<file path="src/rtl/spawn_scheduler.sv">
// spawn_scheduler: turns LFSR bytes into spawn requests, one attempt per PERIOD clocks.
// Latency: entering WAIT_TICK with a free first sample -> o_spawn_valid high PERIOD+2 clocks later.
// Backpressure: the offer is held until i_spawn_ready; the tick timer is paused while offering.
// Ports:
//   i_clock, i_reset       clock, async active-high reset
//   i_start                level run request
//   i_rnd                  random byte from the LFSR
//   i_occupied             per-column blocked flags (sampled in CHECK)
//   o_rng_enable, o_busy   high whenever not IDLE (LFSR clears itself while disabled)
//   o_spawn_valid/_ready   spawn offer handshake, o_spawn_col/o_spawn_kind payload
//   o_drop_count           saturating count of ticks with no free column found
module spawn_scheduler #(
  parameter int NUM_COLS = 8,
  parameter int COL_W    = 3,
  parameter int PERIOD   = 1000000,
  parameter int CNT_W    = 20,
  parameter int MAX_TRY  = 4
) (
  input  logic                i_clock,
  input  logic                i_reset,
  input  logic                i_start,
  input  logic [7:0]          i_rnd,
  input  logic [NUM_COLS-1:0] i_occupied,
  output logic                o_rng_enable,
  output logic                o_spawn_valid,
  input  logic                i_spawn_ready,
  output logic [COL_W-1:0]    o_spawn_col,
  output logic [1:0]          o_spawn_kind,
  output logic                o_busy,
  output logic [7:0]          o_drop_count
);

  localparam int TRY_W = $clog2(MAX_TRY + 1);

  typedef enum logic [2:0] {
    S_IDLE,
    S_WAIT,
    S_SAMPLE,
    S_CHECK,
    S_OFFER
  } state_t;

  state_t           r_state, w_state_nxt;
  logic [CNT_W-1:0] r_timer, w_timer_nxt;
  logic [TRY_W-1:0] r_try, w_try_nxt;
  logic [7:0]       r_sample, w_sample_nxt;
  logic [COL_W-1:0] r_spawn_col, w_spawn_col_nxt;
  logic [1:0]       r_spawn_kind, w_spawn_kind_nxt;
  logic [7:0]       r_drop_count, w_drop_count_nxt;

  // Column indices that do not exist on the playfield read as blocked, so a
  // single lookup covers both the range test and the occupancy test.
  logic [(1<<COL_W)-1:0] w_occ_pad;
  logic [COL_W-1:0]      w_col;
  logic                  w_col_free;

  always_comb begin
    w_occ_pad = '1;
    for (int c = 0; c < NUM_COLS; c++) begin
      w_occ_pad[c] = i_occupied[c];
    end
  end

  assign w_col      = r_sample[COL_W-1:0];
  assign w_col_free = ~w_occ_pad[w_col];

  // Only the column and kind fields of the sample are consumed.
  logic w_unused;
  assign w_unused = ^r_sample;

  always_comb begin
    w_state_nxt      = r_state;
    w_timer_nxt      = r_timer;
    w_try_nxt        = r_try;
    w_sample_nxt     = r_sample;
    w_spawn_col_nxt  = r_spawn_col;
    w_spawn_kind_nxt = r_spawn_kind;
    w_drop_count_nxt = r_drop_count;
    case (r_state)
      S_IDLE: begin
        w_timer_nxt = '0;
        if (i_start) w_state_nxt = S_WAIT;
      end
      S_WAIT: begin
        if (!i_start) begin
          w_state_nxt = S_IDLE;
          w_timer_nxt = '0;
          w_try_nxt   = '0;
        end else if (r_timer == CNT_W'(PERIOD - 1)) begin
          w_state_nxt = S_SAMPLE;
          w_timer_nxt = '0;
          w_try_nxt   = '0;
        end else begin
          w_timer_nxt = r_timer + 1'b1;
        end
      end
      S_SAMPLE: begin
        if (!i_start) begin
          w_state_nxt = S_IDLE;
          w_try_nxt   = '0;
        end else begin
          w_sample_nxt = i_rnd;
          w_try_nxt    = r_try + 1'b1;
          w_state_nxt  = S_CHECK;
        end
      end
      S_CHECK: begin
        if (!i_start) begin
          w_state_nxt = S_IDLE;
          w_try_nxt   = '0;
        end else if (w_col_free) begin
          w_spawn_col_nxt  = w_col;
          w_spawn_kind_nxt = r_sample[7:6];
          w_state_nxt      = S_OFFER;
        end else if (r_try < TRY_W'(MAX_TRY)) begin
          // LFSR has moved on since the last sample, so retrying is meaningful.
          w_state_nxt = S_SAMPLE;
        end else begin
          if (r_drop_count != 8'hFF) w_drop_count_nxt = r_drop_count + 8'd1;
          w_state_nxt = S_WAIT;
          w_timer_nxt = '0;
        end
      end
      S_OFFER: begin
        // A deasserted start is honoured only after the pending offer is taken.
        if (i_spawn_ready) begin
          w_state_nxt = i_start ? S_WAIT : S_IDLE;
          w_timer_nxt = '0;
        end
      end
      default: begin
        w_state_nxt = S_IDLE;
        w_timer_nxt = '0;
        w_try_nxt   = '0;
      end
    endcase
  end

  always_ff @(posedge i_clock or posedge i_reset) begin
    if (i_reset) begin
      r_state      <= S_IDLE;
      r_timer      <= '0;
      r_try        <= '0;
      r_sample     <= '0;
      r_spawn_col  <= '0;
      r_spawn_kind <= '0;
      r_drop_count <= '0;
    end else begin
      r_state      <= w_state_nxt;
      r_timer      <= w_timer_nxt;
      r_try        <= w_try_nxt;
      r_sample     <= w_sample_nxt;
      r_spawn_col  <= w_spawn_col_nxt;
      r_spawn_kind <= w_spawn_kind_nxt;
      r_drop_count <= w_drop_count_nxt;
    end
  end

  // Valid is decoded from the state register so an async reset drops it at once.
  assign o_spawn_valid = (r_state == S_OFFER);
  assign o_busy        = (r_state != S_IDLE);
  assign o_rng_enable  = (r_state != S_IDLE);
  assign o_spawn_col   = r_spawn_col;
  assign o_spawn_kind  = r_spawn_kind;
  assign o_drop_count  = r_drop_count;

endmodule

</file>
<file path="config.mk">
export PLATFORM = sky130hd
export DESIGN_NAME = spawn_scheduler
export DESIGN_NICKNAME = d
export VERILOG_FILES = /design/src/rtl/spawn_scheduler.sv
export SDC_FILE = /design/constraint.sdc
export NUM_CORES = 1
export LEC_CHECK = 0
export BUFFER_PORTS_ARGS = -buffer_cell sky130_fd_sc_hd__buf_2
export CAP_MARGIN = 20
export CORE_UTILIZATION = 45
export CTS_CLUSTER_SIZE = 16
export DETAILED_ROUTE_END_ITERATION = 16
export PLACE_DENSITY = 0.66
export SYNTH_ARGS = -nofsm -noshare
export SYNTH_HDL_FRONTEND = slang
export SYNTH_SLANG_ARGS = --single-unit
export TNS_END_PERCENT = 30
</file>
<file path="constraint.sdc">
create_clock -name i_clock -period 6 [get_ports i_clock]
set_input_delay 1.2 -clock i_clock [delete_from_list [all_inputs] [get_ports i_clock]]
set_output_delay 1.2 -clock i_clock [all_outputs]
set_load 0.1 [all_outputs]
</file>
# Word level (Yosys, flattened, before mapping)
# Index checks and enable logic that the tools add are counted.
[totals]
output_inout_bits = 16
input_bits = 20
reg_bits = 47
word_cells = 62
[classes]
n_addsub = 3
order_cmp = 2
n_eq_ne = 13
reduce_logical = 9
muxes = 24
n_bitwise = 4
[ops]
columns = ["op", "n"]
rows = [
  ["two-way mux 20 bit", 6],
  ["one-hot mux 20 bit (4 select lines)", 1],
  ["two-way mux 3 bit", 10],
  ["adder 20 x 1 -> 20 bit (second input constant)", 1],
  ["== test 20 bit (second input constant)", 1],
  ["one-hot mux 3 bit (5 select lines)", 1],
  ["one-hot mux 3 bit (4 select lines)", 1],
  ["inequality test 2 bit (second input constant)", 5],
  ["AND reduction 5 bit", 2],
  ["AND reduction 3 bit", 3],
  ["adder 8 x 1 -> 8 bit (second input constant)", 1],
  ["inequality test 8 bit (second input constant)", 1],
  ["== test 3 x 2 -> 1 bit (second input constant)", 2],
  ["less-than comparator 3 x 4 -> 1 bit (second input constant)", 1],
  ["two-way mux 2 bit", 2],
  ["inverter 1 bit", 4],
  ["adder 3 x 1 -> 3 bit (second input constant)", 1],
  ["binary-select mux 1 bit (select 3 bit)", 1],
  ["== test 3 x 1 -> 1 bit (second input constant)", 1],
  ["== test 3 bit (second input constant)", 1],
  ["logical NOT 3 bit", 1],
  ["less-than comparator 3 bit (second input constant)", 1],
  ["inequality test 3 bit (second input constant)", 1],
  ["nonzero test 3 bit", 1],
  ["other kinds (4)", 5],
]

# Logic depth before layout (Yosys ltp)
[depth]
ltp_word = 5
depth_mapped = 8
depth_no_buf = 7

# Least setup slack after synthesis
# OpenSTA, ideal clock, no wires.
[synth_timing]
kind = "register to output"
startpoint = "register r_state[0]"
endpoint = "output port o_rng_enable"
path_stages_with_launch = 4
required_time_ns = 4.800
setup_slack_ns = 3.003
arrival_ns = 1.797
path_buffers = 2
cell_sequence = "dfrtp_1 -> clkbuf_1 -> or3_1 -> buf_4"
[synth_via]
elab_chain_cells = 1
[synth_lines]
columns = ["element", "line_no", "source"]
rows = [
  ["start, declared", "43", "state_t r_state, w_state_nxt;"],
  ["start signal, assigned", "149", "r_state <= w_state_nxt;"],
  ["nonzero test 3 bit", "n/a", ""],
  ["end, declared", "24", "output logic o_rng_enable,"],
]
# Every way passes these cells.

# Worst setup path in the final report
[layout_timing]
startpoint = "input port i_spawn_ready"
endpoint = "register r_timer[8]"
[layout_via]
elab_chain_cells = 2
[layout_lines]
columns = ["element", "line_no", "source"]
rows = [
  ["start, declared", "26", "input logic i_spawn_ready,"],
  ["inequality test 2 x 1 -> 1 bit (no source line)", "n/a", ""],
  ["AND reduction 5 bit (no source line)", "n/a", ""],
  ["end signal, assigned", "150", "r_timer <= w_timer_nxt;"],
  ["end, declared", "44", "logic [CNT_W-1:0] r_timer, w_timer_nxt;"],
]
# Every way passes these cells.
# A chain may end at the register's enable or synchronous reset.

==> qor.txt <==
vias: 1694
Flop pwr share: 37.7%
CTS tree: yes
Max Clk Rate: 329 MHz
Worst-path clk slew: 0.08 ns
fin crit share: 50.7%
outcome: finished, final reports clean
DPL Wire Length: 2.97 mm
GP Congestion: 0.760
CTS H-Tree Depth: 2
vias in the first global route: 1581
fin cells: 315
worst slack on hold paths: 0.494 ns
worst-case vdd ir drop: 0.000338 V
P_sw: 0.469 mW
Die Footprint: 5250 um2
Overall Global Routing Usage: 18.3%
chip width: 72.5 um
crit-path max cell delay: 0.77 ns
leakage power total: 1.14 nW
syn_nets: 235
Gate power share: 39.3%
Yosys top cell by area: dfrtp_1
Post-Syn Area per Cell: 10.5 um2
Tightest Hold Check Type: reg -> reg
I/O pin count: 36
# setup viols final: 0
RSZ-0062 raised after global routing: false
Resized Gates After CTS: 0
final instance area: 2570 um2
Critical Path AT: 3.18 ns
internal power: 0.581 mW
initial antenna violation count: 0
Netlist cell types: 43
slowest CP cell: nor2_1
critical path capture point type: register
Vias/cell: 5.38
# diodes: 0
WS Path Type: in -> reg
Worst Skew: 0.00835 ns
Routed Antenna Nets: 0
post-synth top area share: 49.3%
DRC viols: 0
max-cap violations: 0
Root Driver: clkbuf_8
per-cell routed wire length: 13.5 um
worst skew pair latency: 0.30 ns
dpl cell area: 2450 um2
sw frac: 44.7%
fraction of layout cells with a size suffix above 1: 25.4%
Tmin final: 3.04 ns
DR iter-0 viols: 99
largest cells by area after synthesis: dfrtp_1, mux2_2, o21ai_0
Fin. Hold Viols: 0
startpoint types: primary input
pre-CTS setup slack: 2.65 ns
commonest non-fill, non-tap cell in the layout: dfrtp_1
cts bufs inserted: 5
clock sink count: 44
critical-path maximum fanout: 13
total grt overflow: 0
input/output buffers: 32
most frequent cells in the layout: dfrtp_1, buf_2, o21ai_0
Synth Flop Type: dfrtp_1
CP bufs+invs: 1
Clock Tree Buf Depth: 2
setup ws final: 2.96 ns
power per cell area: 408 nW/um2
EDFF count, synth: 0
Layout area overhead: 15.3%
placed insts: 307
Design Power: 1.05 mW
worst path cell trace: buf_2 > nand2b_1 > a21boi_0 > nor2_1 > nor2_1 > nor3_1
total core area: 4750 um2
Crit path top cell by count: nor2_1
Post-Synthesis Cell Area: 2230 um2
drt total wl: 4.24 mm
Seq/Total Area, Yosys: 49.3%
Crit path max-delay family: simple AND/OR/NAND/NOR gates
initial core utilization: 47.0%
fin util: 54.2%
fraction of registers with async set/reset: 100%
Post-CTS Setup Inserts: 0
Slew Limit Headroom: 39.2%
worst path required time: 6.14 ns
Synth Instances: 212
TritonRoute pass-1 iters: 4
synthesis-stage register bit count: 44
die height: 72.5 um
# nets final: 270
hold buffers post-CTS: 0
Placement Rows: 25
Clock power frac: 22.9%
Tightest Pin Transition: 0.909 ns
Synth warnings: 0
setup tns final: 0 ns
global-route wire length before repair: 7.33 mm
pin count of the biggest net entering global routing: 45
Pins Over Slew Limit: 0
-- worst register-to-register path: stages, from the launching register on --
cell      delay (ns)
dfrtp_1         0.56
nor3b_2         0.10
nand2b_1        0.11
a21boi_0        0.56
nor2_1          0.29
nor2_1          0.77
nor3_1          0.16
-- kinds of logic (layout without fill, tap and decap cells) --
family                     Yosys count  after routing  synth area share, %
buffers and inverters               14             50                 2.91
xor gates and xnor gates             9              9                 3.53
muxes                               17             17                 8.29
DFF                                 44             44                 49.3
and+or+nand+nor                     77             77                 19.3
adders and majority gates            3              3                 1.68
AOI/OAI and AO/OA                   48             48                 15.0
-- path summary, 6_finish.rpt --
| path | startpoint | to | slack, ns | cells past startpoint |
|---|---|---|---|---|
| max in group asynchronous | i_reset | r_try[1] | 4.61 | 3 |
| min in group asynchronous | i_reset | r_timer[16] | 1.02 | 3 |
| worst max register to register | r_state[0] | r_timer[8] | 3.30 | 6 |
| worst max-delay path | i_spawn_ready | r_timer[8] | 2.96 | 6 |
| worst min register to register | r_try[0] | r_try[0] | 0.49 | 1 |
| worst min-delay path | r_try[0] | r_try[0] | 0.49 | 1 |
-- cell usage after synthesis, drive strengths merged (2+ instances only) --
| library cell | n |
|---|---|
| nor3 | 3 |
| or4 | 4 |
| nor2b | 3 |
| nand2b | 2 |
| dfrtp | 44 |
| a22o | 2 |
| nand2 | 15 |
| nor2 | 15 |
| buf | 3 |
| o21ai | 17 |
| clkbuf | 2 |
| xor2 | 2 |
| a21oi | 12 |
| a31o | 2 |
| a311oi | 2 |
| nand4 | 6 |
| mux2i | 5 |
| ha | 3 |
| inv | 9 |
| mux2 | 12 |
| nand3 | 7 |
| nor4b | 2 |
| a31oi | 3 |
| xnor2 | 7 |
| or3 | 9 |
| and3 | 6 |
| o31ai | 5 |
-- per-layer routing --
layer,up-vias,GRT usage [%],wire length [um]
li1,849,-,-
met1,797,23.6,2060
met2,41,29.5,1930
met3,7,4.72,176
met4,0,7.19,71
met5,-,0,0
-- state kept, by name, indices dropped and copies added, names as in the netlist --
| name | flops |
|---|---|
| o_spawn_kind | 2 |
| r_sample | 5 |
| o_spawn_col | 3 |
| r_state | 3 |
| o_drop_count | 8 |
| r_timer | 20 |
| r_try | 3 |
-- power by group through the flow --
stage | combinational (mW) | clock (mW) | sequential, mW
6_report | 0.413 | 0.241 | 0.397
5_1_grt | 0.441 | 0.258 | 0.407
4_1_cts | 0.415 | 0.247 | 0.397
3_5_place_dp | 0.414 | 0 | 0.403
3_3_place_gp | 0.411 | 0 | 0.400
2_1_floorplan | 0.248 | 0 | 0.501
-- layout make-up --
| type | count | area (um2) |
|---|---|---|
| tap | 67 | 83.8 |
| inverter | 9 | 33.8 |
| sequential | 44 | 1100 |
| timing repair buffer | 33 | 168 |
| clock buffer | 6 | 82.6 |
| clock inverter | 2 | 38.8 |
| multi-input combinational | 154 | 1070 |
| fill | 442 | 2180 |
(Power assumes the default switching activity.)
